<file path="config.mk">
export PLATFORM = sky130hd
export DESIGN_NAME = tile_sequencer
export DESIGN_NICKNAME = d
export VERILOG_FILES = /design/src/rtl/tile_sequencer.sv
export SDC_FILE = /design/constraint.sdc
export NUM_CORES = 1
export LEC_CHECK = 0
export ABC_AREA = 1
export BUFFER_PORTS_ARGS = -buffer_cell sky130_fd_sc_hd__clkbuf_2
export CORE_AREA = 4 4 178 197
export DETAILED_ROUTE_END_ITERATION = 10
export DIE_AREA = 0 0 182 201
export GPL_TIMING_DRIVEN = 1
export PLACE_DENSITY = 0.45
export SETUP_SLACK_MARGIN = 0.15
export SYNTH_ARGS = -nofsm -noshare
export SYNTH_HDL_FRONTEND = slang
export SYNTH_SLANG_ARGS = --single-unit
</file>
<file path="constraint.sdc">
create_clock -name clk -period 10.4 [get_ports clk]
set_input_delay 0.52 -clock clk [delete_from_list [all_inputs] [get_ports clk]]
set_output_delay 0.52 -clock clk [all_outputs]
set_load 0.05 [all_outputs]
</file>
<file path="src/rtl/tile_sequencer.sv">
// tile_sequencer: splits an M x K x N matrix job into systolic-array tiles and
// issues one packed command per tile to the command queue. It tracks how many
// issued tiles are still in flight so that K-accumulating tiles wait for their
// partial sums, and it signals job completion once everything has drained.
// Optional feature: define TILE_SEQ_KACC_EN to tile along K and accumulate
// into D. Without it, one K tile of min(W,K) is issued and C always comes
// from the bias region.
// ADDR_WIDTH must satisfy 24 + 4*ADDR_WIDTH <= 64 so that the command fits.
module tile_sequencer #(
    parameter int ADDR_WIDTH           = 10,
    parameter int SYSTOLIC_ARRAY_WIDTH = 16,
    parameter int DIM_WIDTH            = 12
) (
    input  logic                  clk,
    input  logic                  rst,
    input  logic                  job_valid,
    output logic                  job_ready,
    input  logic [DIM_WIDTH-1:0]  job_m,
    input  logic [DIM_WIDTH-1:0]  job_k,
    input  logic [DIM_WIDTH-1:0]  job_n,
    input  logic [ADDR_WIDTH-1:0] job_base_a,
    input  logic [ADDR_WIDTH-1:0] job_base_b,
    input  logic [ADDR_WIDTH-1:0] job_base_c,
    input  logic [ADDR_WIDTH-1:0] job_base_d,
    output logic                  cmd_valid,
    output logic [63:0]           cmd_data,
    input  logic                  cmd_ready,
    input  logic                  tile_done,
    output logic                  job_busy,
    output logic                  job_done
);
    localparam int W     = SYSTOLIC_ARRAY_WIDTH;
    localparam int LOG_W = $clog2(W);
    localparam int PW    = 2 * DIM_WIDTH + LOG_W;
    localparam logic [DIM_WIDTH:0]   W_M1  = (DIM_WIDTH + 1)'(W - 1);
    localparam logic [DIM_WIDTH-1:0] W_D   = DIM_WIDTH'(W);
    localparam logic [DIM_WIDTH-1:0] ONE_D = DIM_WIDTH'(1);

    typedef enum logic [1:0] {IDLE, ISSUE, WAIT_DEP, DRAIN} state_t;

    state_t                 state_reg, state_next;
    logic [DIM_WIDTH-1:0]   dim_reg [3];
    logic [DIM_WIDTH-1:0]   mt_reg, kt_reg, nt_reg;
    logic [DIM_WIDTH-1:0]   mi_reg, ki_reg, ni_reg;
    logic [ADDR_WIDTH-1:0]  base_a_reg, base_b_reg, base_c_reg, base_d_reg;
    logic [7:0]             outstanding_reg;

    logic                   job_accept, job_empty, cmd_hs, tile_done_eff;
    logic                   m_last, k_last, n_last;
    logic [DIM_WIDTH-1:0]   tile_idx [3];
    logic [7:0]             tile_len [3];
    logic [PW-1:0]          a_tile, b_tile, cd_tile;
    logic [ADDR_WIDTH-1:0]  addr_a, addr_b, addr_c, addr_d;
    logic [63:0]            cmd_packed;

    // Number of W-wide tiles needed to cover a dimension (ceiling division).
    function automatic logic [DIM_WIDTH-1:0] ceil_tiles(input logic [DIM_WIDTH-1:0] x);
        logic [DIM_WIDTH:0] s;
        s = {1'b0, x} + W_M1;
        return DIM_WIDTH'(s >> LOG_W);
    endfunction

    assign job_accept    = (state_reg == IDLE) && job_valid;
    assign job_empty     = (job_m == '0) || (job_k == '0) || (job_n == '0);
    assign cmd_hs        = cmd_valid && cmd_ready;
    // A completion with nothing outstanding is spurious and must not underflow.
    assign tile_done_eff = tile_done && (outstanding_reg != 8'd0);

    assign m_last = (mi_reg == mt_reg - ONE_D);
    assign k_last = (ki_reg == kt_reg - ONE_D);
    assign n_last = (ni_reg == nt_reg - ONE_D);

    assign tile_idx[0] = mi_reg;
    assign tile_idx[1] = ki_reg;
    assign tile_idx[2] = ni_reg;

    // Edge tiles are clipped to whatever remains of each dimension.
    generate
        for (genvar gi = 0; gi < 3; gi++) begin : g_len
            logic [DIM_WIDTH-1:0] rem;
            assign rem          = dim_reg[gi] - (tile_idx[gi] << LOG_W);
            assign tile_len[gi] = 8'((rem > W_D) ? W_D : rem);
        end
    endgenerate

    // Tile offsets in units of W; sums wrap naturally at ADDR_WIDTH bits.
    assign a_tile  = PW'(mi_reg) * PW'(kt_reg) + PW'(ki_reg);
    assign b_tile  = PW'(ki_reg) * PW'(nt_reg) + PW'(ni_reg);
    assign cd_tile = PW'(mi_reg) * PW'(nt_reg) + PW'(ni_reg);
    assign addr_a  = base_a_reg + ADDR_WIDTH'(a_tile << LOG_W);
    assign addr_b  = base_b_reg + ADDR_WIDTH'(b_tile << LOG_W);
    assign addr_d  = base_d_reg + ADDR_WIDTH'(cd_tile << LOG_W);
`ifdef TILE_SEQ_KACC_EN
    // Later K slices accumulate onto the partial result already in D.
    assign addr_c  = (ki_reg == '0) ? (base_c_reg + ADDR_WIDTH'(cd_tile << LOG_W)) : addr_d;
`else
    assign addr_c  = base_c_reg + ADDR_WIDTH'(cd_tile << LOG_W);
`endif

    // Pack the command fields LSB-first; unused upper bits stay zero.
    always_comb begin
        cmd_packed                                 = '0;
        cmd_packed[7:0]                            = tile_len[0];
        cmd_packed[15:8]                           = tile_len[1];
        cmd_packed[23:16]                          = tile_len[2];
        cmd_packed[24 +: ADDR_WIDTH]               = addr_a;
        cmd_packed[24 + ADDR_WIDTH +: ADDR_WIDTH]  = addr_b;
        cmd_packed[24 + 2*ADDR_WIDTH +: ADDR_WIDTH] = addr_c;
        cmd_packed[24 + 3*ADDR_WIDTH +: ADDR_WIDTH] = addr_d;
    end

    // Next-state and handshake outputs; cmd_data reads zero whenever no command is offered.
    always_comb begin
        state_next = state_reg;
        job_ready  = (state_reg == IDLE);
        job_busy   = (state_reg != IDLE);
        cmd_valid  = (state_reg == ISSUE);
        job_done   = (state_reg == DRAIN) && (outstanding_reg == 8'd0);
        cmd_data   = cmd_valid ? cmd_packed : 64'd0;
        case (state_reg)
            IDLE: begin
                if (job_valid) state_next = job_empty ? DRAIN : ISSUE;
            end
            ISSUE: begin
                if (cmd_ready) begin
                    if (m_last && n_last && k_last) state_next = DRAIN;
                    else if (!k_last)               state_next = WAIT_DEP;
                end
            end
            WAIT_DEP: begin
                if (outstanding_reg == 8'd0) state_next = ISSUE;
            end
            DRAIN: begin
                if (outstanding_reg == 8'd0) state_next = IDLE;
            end
            default: state_next = IDLE;
        endcase
    end

    // State, job latch, tile walk (mi outer, ni middle, ki inner) and in-flight count.
    always_ff @(posedge clk) begin
        if (rst) begin
            state_reg       <= IDLE;
            outstanding_reg <= 8'd0;
            mi_reg          <= '0;
            ki_reg          <= '0;
            ni_reg          <= '0;
        end else begin
            state_reg <= state_next;
            if (cmd_hs && !tile_done_eff)      outstanding_reg <= outstanding_reg + 8'd1;
            else if (tile_done_eff && !cmd_hs) outstanding_reg <= outstanding_reg - 8'd1;
            if (job_accept) begin
                dim_reg[0] <= job_m;
                dim_reg[1] <= job_k;
                dim_reg[2] <= job_n;
                base_a_reg <= job_base_a;
                base_b_reg <= job_base_b;
                base_c_reg <= job_base_c;
                base_d_reg <= job_base_d;
                mt_reg     <= ceil_tiles(job_m);
                nt_reg     <= ceil_tiles(job_n);
`ifdef TILE_SEQ_KACC_EN
                kt_reg     <= ceil_tiles(job_k);
`else
                kt_reg     <= ONE_D;
`endif
                mi_reg     <= '0;
                ki_reg     <= '0;
                ni_reg     <= '0;
            end else if (cmd_hs) begin
                if (k_last) begin
                    ki_reg <= '0;
                    if (n_last) begin
                        ni_reg <= '0;
                        mi_reg <= mi_reg + ONE_D;
                    end else begin
                        ni_reg <= ni_reg + ONE_D;
                    end
                end else begin
                    ki_reg <= ki_reg + ONE_D;
                end
            end
        end
    end
endmodule

</file>
# Word-level counts from Yosys, hierarchy flattened
# Memory sizes are Yosys's and may differ from the RTL's.
# Cells that the tools add are included.
dict set report totals {
  wordCells 92
  n_memories 1
  output_inout_bits 68
  register_bits 104
  ram_bits 36
}
dict set report op_classes {
  order_cmp 3
  n_addsub 19
  n_eq_ne 10
  n_bitwise 1
  multipliers 2
  muxes 19
  n_reduce_logical 26
}
# memory depth word_bits read_ports rd_ports_with_merged_regs wr line
set memory_table {}
lappend memory_table {dim_reg 3 12 3 0 3 42} ;# logic [DIM_WIDTH-1:0] dim_reg [3];
# cell n
set op_table {}
lappend op_table {{2-to-1 mux 64 bit} 1}
lappend op_table {{zero test 12 bit} 4}
lappend op_table {{adder 10 bit} 4}
lappend op_table {{2-to-1 mux 8 bit} 5}
lappend op_table {{adder 12 x 1 -> 12 bit (second input constant)} 3}
lappend op_table {{greater-than comparator 12 x 5 -> 1 bit (second input constant)} 3}
lappend op_table {{subtractor 12 bit} 3}
lappend op_table {{adder 12 x 4 -> 13 bit (second input constant)} 2}
lappend op_table {{== test 12 bit} 2}
lappend op_table {{multiplier 12 x 9 -> 6 bit} 2}
lappend op_table {{2-to-1 mux 12 bit} 2}
lappend op_table {{subtractor 9 x 1 -> 10 bit (second input constant)} 2}
lappend op_table {{adder 6 bit} 3}
lappend op_table {{2-to-1 mux 2 bit} 7}
lappend op_table {{adder 8 x 1 -> 8 bit (second input constant)} 1}
lappend op_table {{logical AND 1 bit} 8}
lappend op_table {{zero test 8 bit} 1}
lappend op_table {{case mux 2 bit (4 select lines)} 1}
lappend op_table {{nonzero test 8 bit} 1}
lappend op_table {{subtractor 8 x 1 -> 8 bit (second input constant)} 1}
lappend op_table {{AND reduction 5 bit} 1}
lappend op_table {{== test 2 bit (second input constant)} 2}
lappend op_table {{!= test 2 x 1 -> 1 bit (second input constant)} 2}
lappend op_table {{!= test 2 bit (second input constant)} 2}
lappend op_table {{11 further kinds} 17}

# Depth between registers and ports, before layout
# Gate-level depths: netlist of run 1.
dict set report logic_depth {
  word_depth 7
  ltp_mapped 19
  depth_no_buf 18
}

# Least setup slack after synthesis of run 1
# Ideal clock, no wire load.
dict set report synth_timing {
  kind {reg-to-reg}
  from {reg state_reg[1]}
  to {reg base_a_reg[0] (enable)}
  required_time_ps 9852
  path_stages_with_launch 4
  n_path_buf 0
  path_slack_ps 4658
  setup_ps 548
  period_less_slack_ps 5742
  arrival_ps 5194
  path_cell_list {dfxtp_1 nor2_1 nand2_1 nor2_1}
}
dict set report synth_via {
  elab_chain_cells 3
}
# element line
set synth_rtl {}
lappend synth_rtl {{start: declaration} 41} ;# state_t state_reg, state_next;
lappend synth_rtl {{start signal: assignment} 149} ;# state_reg <= state_next;
lappend synth_rtl {{zero test 2 bit} --}
lappend synth_rtl {{named net job_ready} 17} ;# output logic job_ready,
lappend synth_rtl {{logical AND 1 bit} 63} ;# assign job_accept = (state_reg == IDLE) && job_valid;
lappend synth_rtl {{AND reduction 2 bit (no source line)} --}
lappend synth_rtl {{end signal: assignment} 156} ;# base_a_reg <= job_base_a;
lappend synth_rtl {{end: declaration} 45} ;# logic [ADDR_WIDTH-1:0] base_a_reg, base_b_reg, base_c_reg, base_d_reg;
# The timed path passes the listed nets, and every way through them passes these cells.
# A chain may end at the register's enable or synchronous reset.

# Final worst setup path of run 1
dict set report layout_timing {
  from {reg nt_reg[2]}
  to {out cmd_data[53]}
}
dict set report layout_via {
  elab_chain_cells 4
}
# element line
set layout_rtl {}
lappend layout_rtl {{start: declaration} 43} ;# logic [DIM_WIDTH-1:0] mt_reg, kt_reg, nt_reg;
lappend layout_rtl {{start signal: assignment} 161} ;# nt_reg <= ceil_tiles(job_n);
lappend layout_rtl {{multiplier 12 x 9 -> 6 bit} 89} ;# assign cd_tile = PW'(mi_reg) * PW'(nt_reg) + PW'(ni_reg);
lappend layout_rtl {{adder 6 bit} 89}
lappend layout_rtl {{adder 10 bit} 97} ;# assign addr_c = base_c_reg + ADDR_WIDTH'(cd_tile << LOG_W);
lappend layout_rtl {{2-to-1 mux 64 bit} 119} ;# cmd_data = cmd_valid ? cmd_packed : 64'd0;
lappend layout_rtl {{end: declaration} 26} ;# output logic [63:0] cmd_data,
# No other way between the ends.

==> metrics list, run 1 <==
- Clock latency on the worst-skew pair, taken at its later pin, is 430 ps.
* Number of instances in the placed design: 1856
- Placer congestion estimate: 0.850
- Setup violations remaining at the end of the flow were counted as 0.
- Cell breakdown of the critical path: nand2_1 -> fa_1 -> inv_1 -> ha_1 -> inv_1 -> fa_1 -> fa_1 -> inv_1 -> ha_1 -> xor2_1 -> ha_1 -> inv_1 -> o21ba_2 -> xnor2_1 -> inv_1 -> nand3_1 -> nand2_1 -> nor2_1 -> clkbuf_2
* Hold Vio Cnt, Final: 0
- Across the run, the number of max-cap violations was 0.
- The worst path meets setup with 4950 ps of slack.
* Min cycle time layout: 5450 ps
- Port buffering added 139 buffers.
- Leading register cell type out of synthesis: sky130_fd_sc_hd__edfxtp_1
- OpenSTA, run right after detailed placement, puts the worst setup slack at 5350 ps.
- Element type at the critical path end: output pin
- The first routing iteration left 333 violations.
* Die outline width: 182 microns
* Final worst clock skew: 6.43 ps
- Die area: 36600 sq um
* Cell at the root of the clock tree: sky130_fd_sc_hd__clkbuf_16
- Count of cell types in the netlist: 53
* Number of nets in the finished design: 1632
* Floorplan die height: 201 microns
- Number of antenna violations at the first check in global routing: 0
- The run finished with clean final reports.
- Worst rel slew slack: 0.306
* Gate count after technology mapping: 1307
- Peak Freq: 0.183 GHz
- Overall overflow remaining after global route: 0
- Tightest hold margin: 257 ps
- The worst setup path is launched from a flop.
- Of all nets on the critical path, the largest fanout is 11.
- Setup repair after global routing left no endpoint under its margin.
- In this run, post-CTS repair resized a total of 0 instances.
- 0 antenna diodes ended up in the layout.
* WP data required: 9880 ps
- Number of placed I/O pins: 149
- The critical path in this run is classified as reg2out.
* Area of all sequential standard cells: 3740 sq um
* Syn. warnings: 0
* Effective utilization at floorplan: 0.317
- In this run, CTS created clock tree buffers numbering 17.
- Setup total negative slack on the finished layout was measured at 0 ps.
* Half-perimeter wire length after detailed placement: 20900 microns
- The first global-routing pass estimated 43000 microns of wire.
* Critical Path AT: 4930 ps
- Across the VDD grid, the largest voltage drop is 0.146 mV.
* Layout filler cell count: 3439
* Count of nets left with antenna violations after detail routing: 0
- For this block, the via count after detailed routing is 8522.
- Period utilisation layout: 0.524
* Core outline area: 33000 sq um
* Synthesized cell area: 10500 sq um
- Worst-margin pin slew: 1040 ps
- Each instance of the synthesized netlist takes up on average 8.02 sq um.
- After detailed routing, the total wire length is 26500 microns.
* Setup repair bufs after CTS: 0
- Number of buffer and inverter stages on the critical path: 6
* Number of H-tree branching levels: 4
- Drc violations: 0
* Total global routing track utilization: 0.147
* Maximum number of pins on one net before global-route repair: 74
- Number of detailed-route iterations in the first pass: 5
- The analysis attributes to cell leakage a power of 5.85 nW.
* Clock tree from TritonCTS: done
- Sinks on Clock Net: 140
* Via count of the first global-routing pass: 8469
- The count of cells in the finished layout, fillers not included, comes to 1888.
- Maximum count of clock buffers along a single path: 2
- The slowest stage of the critical path is the sky130_fd_sc_hd__edfxtp_1 cell.
- Max reg flops: 36
* Most used cell, CP: sky130_fd_sc_hd__inv_1
* Number of hold-repair buffers added at the cts stage: 0
* Share of synthesized area occupied by flip-flops and latches: 0.357
- From synthesis to final layout, the design area changed by 16.1%.
- Power spread over the standard cell area amounts to 173 nW/um^2.
- Largest stage delay on the critical path: 630 ps
* Worst Hold Class: in2reg
- Synthesis-stage register bit count: 140
- Register clock-pin slew on the reported worst setup and hold paths: 60 ps
- Total area of multi-input combinational cells: 5740 sq um
- The number of pins with negative max-slew slack in the final report came to 0.
- Using the TritonRoute via totals, the vias-per-cell ratio works out to 4.51.
- Proportion of layout cells with a drive suffix above 1: 0.149
- Async set-reset flop share out of synthesis: 0
- Post-detailed-route wirelength per cell: 14.1 microns
- After floorplanning, the core was divided into 70 placement rows.
- Yosys mapped a number of flops with a built-in enable equal to 94.
- On the critical path the largest part of the delay comes from adder cells.
## synthesized netlist by cell type, types with 2 or more instances
cell type	n	area, sq um
sky130_fd_sc_hd__xnor2_1	24	210
sky130_fd_sc_hd__buf_4	9	67.6
sky130_fd_sc_hd__xor2_2	2	32.5
sky130_fd_sc_hd__inv_2	3	11.3
sky130_fd_sc_hd__buf_2	4	20.0
sky130_fd_sc_hd__nor2_4	5	56.3
sky130_fd_sc_hd__nand3_1	62	310
sky130_fd_sc_hd__xor2_1	63	552
sky130_fd_sc_hd__o21ai_0	46	230
sky130_fd_sc_hd__fa_1	23	460
sky130_fd_sc_hd__nand3_4	3	52.6
sky130_fd_sc_hd__inv_1	220	826
sky130_fd_sc_hd__edfxtp_1	94	2820
sky130_fd_sc_hd__clkbuf_2	2	10.0
sky130_fd_sc_hd__nand2_2	6	37.5
sky130_fd_sc_hd__dfxtp_1	46	921
sky130_fd_sc_hd__nor2_1	152	571
sky130_fd_sc_hd__buf_6	3	33.8
sky130_fd_sc_hd__nor4_1	11	68.8
sky130_fd_sc_hd__nand3_2	3	30.0
sky130_fd_sc_hd__o211ai_1	4	30.0
sky130_fd_sc_hd__nand2_1	243	912
sky130_fd_sc_hd__nor3b_1	2	15.0
sky130_fd_sc_hd__o21ba_2	2	20.0
sky130_fd_sc_hd__or2_2	7	43.8
sky130_fd_sc_hd__nand4_1	28	175
sky130_fd_sc_hd__nor3_1	21	105
sky130_fd_sc_hd__ha_1	85	1060
sky130_fd_sc_hd__and3_1	4	25.0
sky130_fd_sc_hd__clkbuf_1	13	48.8
sky130_fd_sc_hd__nor2_8	3	60.1
sky130_fd_sc_hd__clkinv_1	2	7.51
sky130_fd_sc_hd__nand2_4	2	22.5
sky130_fd_sc_hd__a21oi_1	85	425
sky130_fd_sc_hd__nor2_2	5	31.3
sky130_fd_sc_hd__o21bai_1	3	22.5
## cell type report
cell class                      count  share of cell area
Tap cell                          432              0.0444
Multi-Input combinational cell    918               0.472
Clock buffer                       24              0.0413
Clock inverter                      8             0.00679
Timing Repair Buffer              140              0.0578
Sequential cell                   140               0.308
Inverter                          226              0.0699
## report_power, final
group	internal [mW]	switching, mW	total, mW
Sequential	0.672	0.0474	0.720
Combinational	0.204	0.565	0.769
Clock	0.364	0.250	0.614
## layer usage
metal / track usage / up-vias / share of wire
met5: 0 / - / 0
met4: 0.0365 / 0 / 0.0099
met3: 0.0319 / 15 / 0.037
met2: 0.250 / 113 / 0.49
met1: 0.191 / 3903 / 0.47
li1: - / 4491 / -
## cell families (layout without fill, tap and decap cells)
kind of cell    after synthesis  count (layout)  synth area share
compound gates              148             148            0.0751
xor+xnor                     90              90            0.0774
fa+ha+maj                   108             108             0.145
buf+inv                     257             398            0.0984
flops                       140             140             0.357
other cells                   1               9          0.000358
simple gates                563             563             0.246
## per-stage QoR
step / utilization / instance area, sq um / power (mW)
2_1_floorplan: - / 10500 / 1.32
3_3_place_gp: 0.351 / 11600 / 1.51
3_5_place_dp: 0.351 / 11600 / 1.51
4_1_cts: 0.369 / 12200 / 2.14
5_1_grt: 0.369 / 12200 / 2.24
6_report: 0.369 / 12200 / 2.10
## final timing paths
kind | slack, ps | start | cells past startpoint | to
setup / recovery | 4950 | nt_reg[2]$_DFFE_PP_ | 19 | cmd_data[53]
hold / removal | 260 | job_base_b[3] | 1 | base_b_reg[3]$_DFFE_PP_
setup reg to reg | 7280 | state_reg[0]$_SDFFE_PP0P_ | 15 | outstanding_reg[7]$_SDFFE_PP0P_
hold reg to reg | 480 | outstanding_reg[7]$_SDFFE_PP0P_ | 2 | outstanding_reg[7]$_SDFFE_PP0P_
## layout by cell type (no fill, tap or decap), types with 2 or more instances in the layout
master,instances
sky130_fd_sc_hd__nand2_1,243
sky130_fd_sc_hd__dfxtp_1,46
sky130_fd_sc_hd__nor2_8,3
sky130_fd_sc_hd__inv_2,3
sky130_fd_sc_hd__nand3_1,62
sky130_fd_sc_hd__nand3_2,3
sky130_fd_sc_hd__xor2_1,63
sky130_fd_sc_hd__and3_1,4
sky130_fd_sc_hd__clkbuf_2,139
sky130_fd_sc_hd__clkinv_2,2
sky130_fd_sc_hd__nand2_2,6
sky130_fd_sc_hd__conb_1,9
sky130_fd_sc_hd__nand3_4,3
sky130_fd_sc_hd__o21ai_0,46
sky130_fd_sc_hd__o211ai_1,4
sky130_fd_sc_hd__fa_1,23
sky130_fd_sc_hd__clkbuf_16,18
sky130_fd_sc_hd__nor2_4,6
sky130_fd_sc_hd__clkinv_1,2
sky130_fd_sc_hd__nand4_1,28
sky130_fd_sc_hd__clkbuf_1,3
sky130_fd_sc_hd__o21ba_2,2
sky130_fd_sc_hd__nor3_1,21
sky130_fd_sc_hd__edfxtp_1,94
sky130_fd_sc_hd__nand2_4,2
sky130_fd_sc_hd__ha_1,85
sky130_fd_sc_hd__nor2_2,5
sky130_fd_sc_hd__a21oi_1,85
sky130_fd_sc_hd__xnor2_1,24
sky130_fd_sc_hd__nor2_1,151
sky130_fd_sc_hd__clkinv_4,3
sky130_fd_sc_hd__o21bai_1,3
sky130_fd_sc_hd__xor2_2,2
sky130_fd_sc_hd__nor3b_1,2
sky130_fd_sc_hd__inv_1,220
sky130_fd_sc_hd__nor4_1,11
sky130_fd_sc_hd__or2_2,7
sky130_fd_sc_hd__clkbuf_8,3
No activity file was read; power rests on OpenSTA's default activity.
==> run 2: changes to the inputs <==
--- a/config.mk
+++ b/config.mk
@@ -5,13 +5,13 @@
 export SDC_FILE = /design/constraint.sdc
 export NUM_CORES = 1
 export LEC_CHECK = 0
-export ABC_AREA = 1
+export ABC_AREA = 0
 export BUFFER_PORTS_ARGS = -buffer_cell sky130_fd_sc_hd__clkbuf_2
-export CORE_AREA = 4 4 178 197
+export CORE_AREA = 4 4 170 189
 export DETAILED_ROUTE_END_ITERATION = 10
-export DIE_AREA = 0 0 182 201
+export DIE_AREA = 0 0 174 193
 export GPL_TIMING_DRIVEN = 1
-export PLACE_DENSITY = 0.45
+export PLACE_DENSITY = 0.46
 export SETUP_SLACK_MARGIN = 0.15
 export SYNTH_ARGS = -nofsm -noshare
 export SYNTH_HDL_FRONTEND = slang
==> constraint.sdc (replaced) <==
create_clock -name clk -period 5.44 [get_ports clk]
set_input_delay 0.272 -clock clk [delete_from_list [all_inputs] [get_ports clk]]
set_output_delay 0.272 -clock clk [all_outputs]
set_load 0.05 [all_outputs]
==> run 2 against run 1 <==
Net effect:
- sequential power rose by 75%
- power grew 45%
- utilization up 1.4 points
- worst setup slack worse by 4400 ps
- final area down 5.2%
- highest routed layer unchanged
==> metrics list, run 2 <==
- The DRC violations left is 0 (unchanged).
- Endpoint of the lowest-slack register-to-register path: mi_reg[11]$_SDFFE_PP0P_ (was outstanding_reg[7]$_SDFFE_PP0P_)
- Clock latency reported for the late side of the worst-skew pair: 440 ps (was 430 ps)
- The largest clock skew in the final design was 13.6 ps (was 6.43 ps).
- Gate count after technology mapping: 973 (was 1307)
- The floorplan die height is 193 microns (was 201 microns).
* Worst rel slew slack: 0.300 (was 0.306)
* Adder-cell share of the synthesized area: 0.160 (was 0.145)
- Placer congestion estimate: 0.785 (was 0.850)
- Synth Area in XOR/XNOR: 0.124 (was 0.0774)
- Reg2reg start: nt_reg[0]$_DFFE_PP_ (was state_reg[0]$_SDFFE_PP0P_)
- The per-cell via count in the routed design is 4.66 (was 4.51).
* Number of antenna violations at the first check in global routing: 0 (unchanged)
- Top post-synthesis cells by count: sky130_fd_sc_hd__nor2_1, sky130_fd_sc_hd__edfxtp_1, sky130_fd_sc_hd__xnor2_1 (was sky130_fd_sc_hd__nand2_1, sky130_fd_sc_hd__inv_1, sky130_fd_sc_hd__nor2_1)
* Clock power share: 0.338 (was 0.292)
- Worst-path fanout max: 8 (was 11)
- The area share of the leading cell type in the synthesized netlist was 0.296 (was 0.269).
- The overall track demand over capacity in global routing was 0.139 (was 0.147).
- Average footprint of a synthesized cell: 9.81 sq um (was 8.02 sq um)
* GR Layer Usage met3: 0.0294 (was 0.0319)
* Global routing met2 resource utilization: 0.240 (was 0.250)
- Clock tree from TritonCTS: done (unchanged)
- Routing usage on met1: 0.175 (was 0.191)
- The ratio of total power to cell area was 265 nW/um^2 (was 173 nW/um^2).
- The total power is 3.06 mW (was 2.10 mW).
* RSZ-0062 raised after global routing: no (unchanged)
* IR Drop Worst-Case VDD: 0.209 mV (was 0.146 mV)
- Tightest hold margin: 23.5 ps (was 257 ps)
* Number of H-tree branching levels: 4 (unchanged)
- The number of global-route vias before repair is 7077 (was 8469).
- The depth of the worst register-to-register path came to 10 (was 15).
- Commonest cells after routing, fill and taps aside: sky130_fd_sc_hd__clkbuf_2, sky130_fd_sc_hd__nor2_1, sky130_fd_sc_hd__edfxtp_1 (was sky130_fd_sc_hd__nand2_1, sky130_fd_sc_hd__inv_1, sky130_fd_sc_hd__nor2_1).
- Die area: 33600 sq um (was 36600 sq um)
* Library cell contributing the largest single delay on the critical path: sky130_fd_sc_hd__fa_1 (was sky130_fd_sc_hd__edfxtp_1)
- The aggregate routed wire length is 22900 microns (was 26500 microns).
- The post-detailed-route count of antenna-violating nets came to 0 (unchanged).
- Max reg flops: 36 (unchanged)
* P_int: 2.09 mW (was 1.24 mW)
* Worst Hold Class: in2reg (unchanged)
* Synthesized cell area: 9540 sq um (was 10500 sq um)
- Max-slew violations: 0 (unchanged)
- The ratio of cells with drive above 1 in the final layout was 0.162 (was 0.149).
* Number of placed I/O pins: 149 (unchanged)
- Part of the total power dissipated in combinational logic: 0.249 (was 0.366)
- The setup TNS after final layout came to 0 ps (unchanged).
- The maximum count of clock buffers along a single path is 2 (unchanged).
- The sequential cell area in the final layout was 3750 sq um (was 3740 sq um).
* Maximum number of pins on one net before global-route repair: 60 (was 74)
* Critical Path AT: 4620 ps (was 4930 ps)
- The share of the synthesized area in compound gates (AO/OA/AOI/OAI) came to 0.0865 (was 0.0751).
- Post-Synth Simple-Gate Area: 0.179 (was 0.246)
- Sinks on Clock Net: 140 (unchanged)
* Cell row count: 67 (was 70)
- R2R setup slack: 1920 ps (was 7280 ps)
* Async set-reset flop share out of synthesis: 0 (unchanged)
- Run status: finished, final reports clean (unchanged).
- The number of antenna cells inserted came to 0 (unchanged).
- Worst-margin pin slew: 1050 ps (was 1040 ps)
* Violation count after the first detailed-routing iteration: 284 (was 333)
- The number of CTS-inserted buffers was 17 (unchanged).
* Core outline area: 30200 sq um (was 33000 sq um)
* Worst setup path category: reg2out (unchanged)
* Net Sw Frac: 0.317 (was 0.410)
- Min cycle time layout: 4890 ps
- The leading area contributor after synthesis is sky130_fd_sc_hd__edfxtp_1 (unchanged).
- Period utilisation layout: 0.898
- Number of instances in the placed design: 1467 (was 1856)
- Cell breakdown of the critical path: nand2_1 -> fa_1 -> inv_1 -> ha_1 -> inv_1 -> fa_1 -> fa_1 -> inv_1 -> ha_1 -> xnor2_1 -> ha_1 -> a21oi_1 -> xor2_1 -> xnor2_1 -> nor2_1 -> clkbuf_2 (was nand2_1 -> fa_1 -> inv_1 -> ha_1 -> inv_1 -> fa_1 -> fa_1 -> inv_1 -> ha_1 -> xor2_1 -> ha_1 -> inv_1 -> o21ba_2 -> xnor2_1 -> inv_1 -> nand3_1 -> nand2_1 -> nor2_1 -> clkbuf_2)
* Gr busiest metal: met2 (unchanged)
- Layout filler cell count: 3071 (was 3439)
* Die outline width: 174 microns (was 182 microns)
* Startpoint of the tightest hold check path: job_base_c[8] (was job_base_b[3])
* Effective utilization at floorplan: 0.316 (was 0.317)
- The number of max-capacitance violations reported is 0 (unchanged).
- The number of warnings reported in the yosys synthesis log is 0 (unchanged).
- Number of detailed-route iterations in the first pass: 5 (unchanged)
- Hold worst-path end: base_c_reg[8]$_DFFE_PP_ (was base_b_reg[3]$_DFFE_PP_)
* Peak Freq: 0.205 GHz
- The delay of the slowest critical-path stage came to 510 ps (was 630 ps).
* Element type at the critical path end: output pin (unchanged)
- Count of flip-flops with a built-in enable after synthesis: 94 (unchanged)
* Register clock-pin slew on the reported worst setup and hold paths: 60 ps (about the same)
- Overall overflow remaining after global route: 0 (unchanged)
* Number of nets in the finished design: 1338 (was 1632)
- The net switching power figure was 0.971 mW (was 0.862 mW).
* Most common cell after layout, fill and taps aside: sky130_fd_sc_hd__clkbuf_2 (was sky130_fd_sc_hd__nand2_1)
- Leading register cell type out of synthesis: sky130_fd_sc_hd__edfxtp_1 (unchanged)
- Count of cell types in the netlist: 61 (was 53)
- Wire length of the first global-routing pass: 36800 microns (was 43000 microns)
- The hold path depth is 1 (unchanged).
- Total area of multi-input combinational cells: 5370 sq um (was 5740 sq um)
* Synth area leaders: sky130_fd_sc_hd__edfxtp_1, sky130_fd_sc_hd__ha_1, sky130_fd_sc_hd__dfxtp_1 (unchanged)
* Element type at the critical path start: flop (unchanged)
- Sequential Power Share: 0.413 (was 0.342)
- Cell at the root of the clock tree: sky130_fd_sc_hd__clkbuf_16 (unchanged)
- The total vias in the final route came to 7185 (was 8522).
* WP data required: 5170 ps (was 9880 ps)
- The number of buffers inserted by port buffering came to 139 (unchanged).
- The post-detailed-placement half-perimeter wirelength is 17600 microns (was 20900 microns).
- The library cell with the highest instance count after synthesis is sky130_fd_sc_hd__nor2_1 (was sky130_fd_sc_hd__nand2_1).
- Final setup violation count: 0 (unchanged)
- Multiplexer area fraction after synthesis: 0.00839 (was 0)
* Share of synthesized area occupied by flip-flops and latches: 0.392 (was 0.357)
- The largest family of logic cells by synthesized area is simple AND/OR/NAND/NOR gates (unchanged).
- Layout overhead on the synthesized area: 20.9% (was 16.1%)
* Leak Pwr: 4.84 nW (was 5.85 nW)
- Hold Vio Cnt, Final: 0 (unchanged)
- Synthesis-stage register bit count: 140 (unchanged)
- The final instance count without filler cells was 1541 (was 1888).
* Post-detailed-route wirelength per cell: 14.8 microns (was 14.1 microns)
run 2: cell types whose count changed after synthesis, sizes merged, moves of 9 or more:
cell   before  now
inv       224   75
o21ai      47   19
nand2     251   53
xnor2      25   87
xor2       65   48
nand4      29   15
nand3      68   24
a21oi      85   57
nor2      165   99
and2        1   45
a21o        1   19
nor4       12   21
run 2: metal layers:
metal	routed length, microns	share of wire
met1	10500	0.46
met2	11200	0.49
met3	827	0.036
met4	299	0.013
met5	0	0
run 2: power by group through the flow:
stage | combinational (mW) | sequential (mW) | clock, mW
after floorplan | 0.592 | 1.27 | 0
after global placement | 0.747 | 1.29 | 0
after detailed placement | 0.747 | 1.29 | 0
after CTS | 0.772 | 1.27 | 1.07
after global routing | 0.856 | 1.27 | 1.12
final | 0.761 | 1.26 | 1.03
run 2: worst max-delay path, delay by kind of cell, from the launching register on:
family                     cells  cell delay, ps
DFF                            1             490
AOI/OAI and AO/OA              1             170
buffers and inverters          4             410
adders and majority gates      6            2390
xor gates and xnor gates       3             510
and+or+nand+nor                2             200
run 2: kinds of logic after synthesis:
family                   Yosys count
adder cells (fa/ha/maj)          108
buffers and inverters            113
flip-flops                       140
AO/OA/AOI/OAI                    134
other                              1
multiplexers                       8
AND/OR/NAND/NOR                  334
XOR/XNOR                         135
run 2: worst max-delay path by stage:
stage / from / end / slack, ps
CTS: nt_reg[2]$_DFFE_PP_ / cmd_data[63] / 210
finish: nt_reg[1]$_DFFE_PP_ / cmd_data[53] / 550
floorplan: nt_reg[2]$_DFFE_PP_ / cmd_data[53] / 630
global placement: nt_reg[2]$_DFFE_PP_ / cmd_data[63] / 700
detailed placement: nt_reg[2]$_DFFE_PP_ / cmd_data[63] / 680
global route: mi_reg[2]$_SDFFE_PP0P_ / cmd_data[53] / 210
run 2: repair_timing:
item,CTS,global route
endpoints found under the hold margin,36,0
setup endpoints to repair,0,2
resized for setup,0,2
setup buffers,0,6
hold buffers,36,0
run 2: metrics by stage:
| stage | util | setup WS, ps | area (sq um) |
|---|---|---|---|
| CTS | 0.381 | 211 | 11500 |
| global placement | 0.352 | 698 | 10600 |
| floorplan | - | 633 | 9570 |
| finish | 0.382 | 553 | 11500 |
| global route | 0.382 | 211 | 11500 |
| detailed placement | 0.352 | 676 | 10600 |
run 2: area by class of cell:
class | instances | share of cell area
Clock buffer | 19 | 0.0375
Sequential cell | 140 | 0.325
Multi-Input combinational cell | 728 | 0.465
Tap cell | 379 | 0.0411
Clock inverter | 13 | 0.00683
Timing Repair Buffer | 187 | 0.100
Inverter | 75 | 0.0244
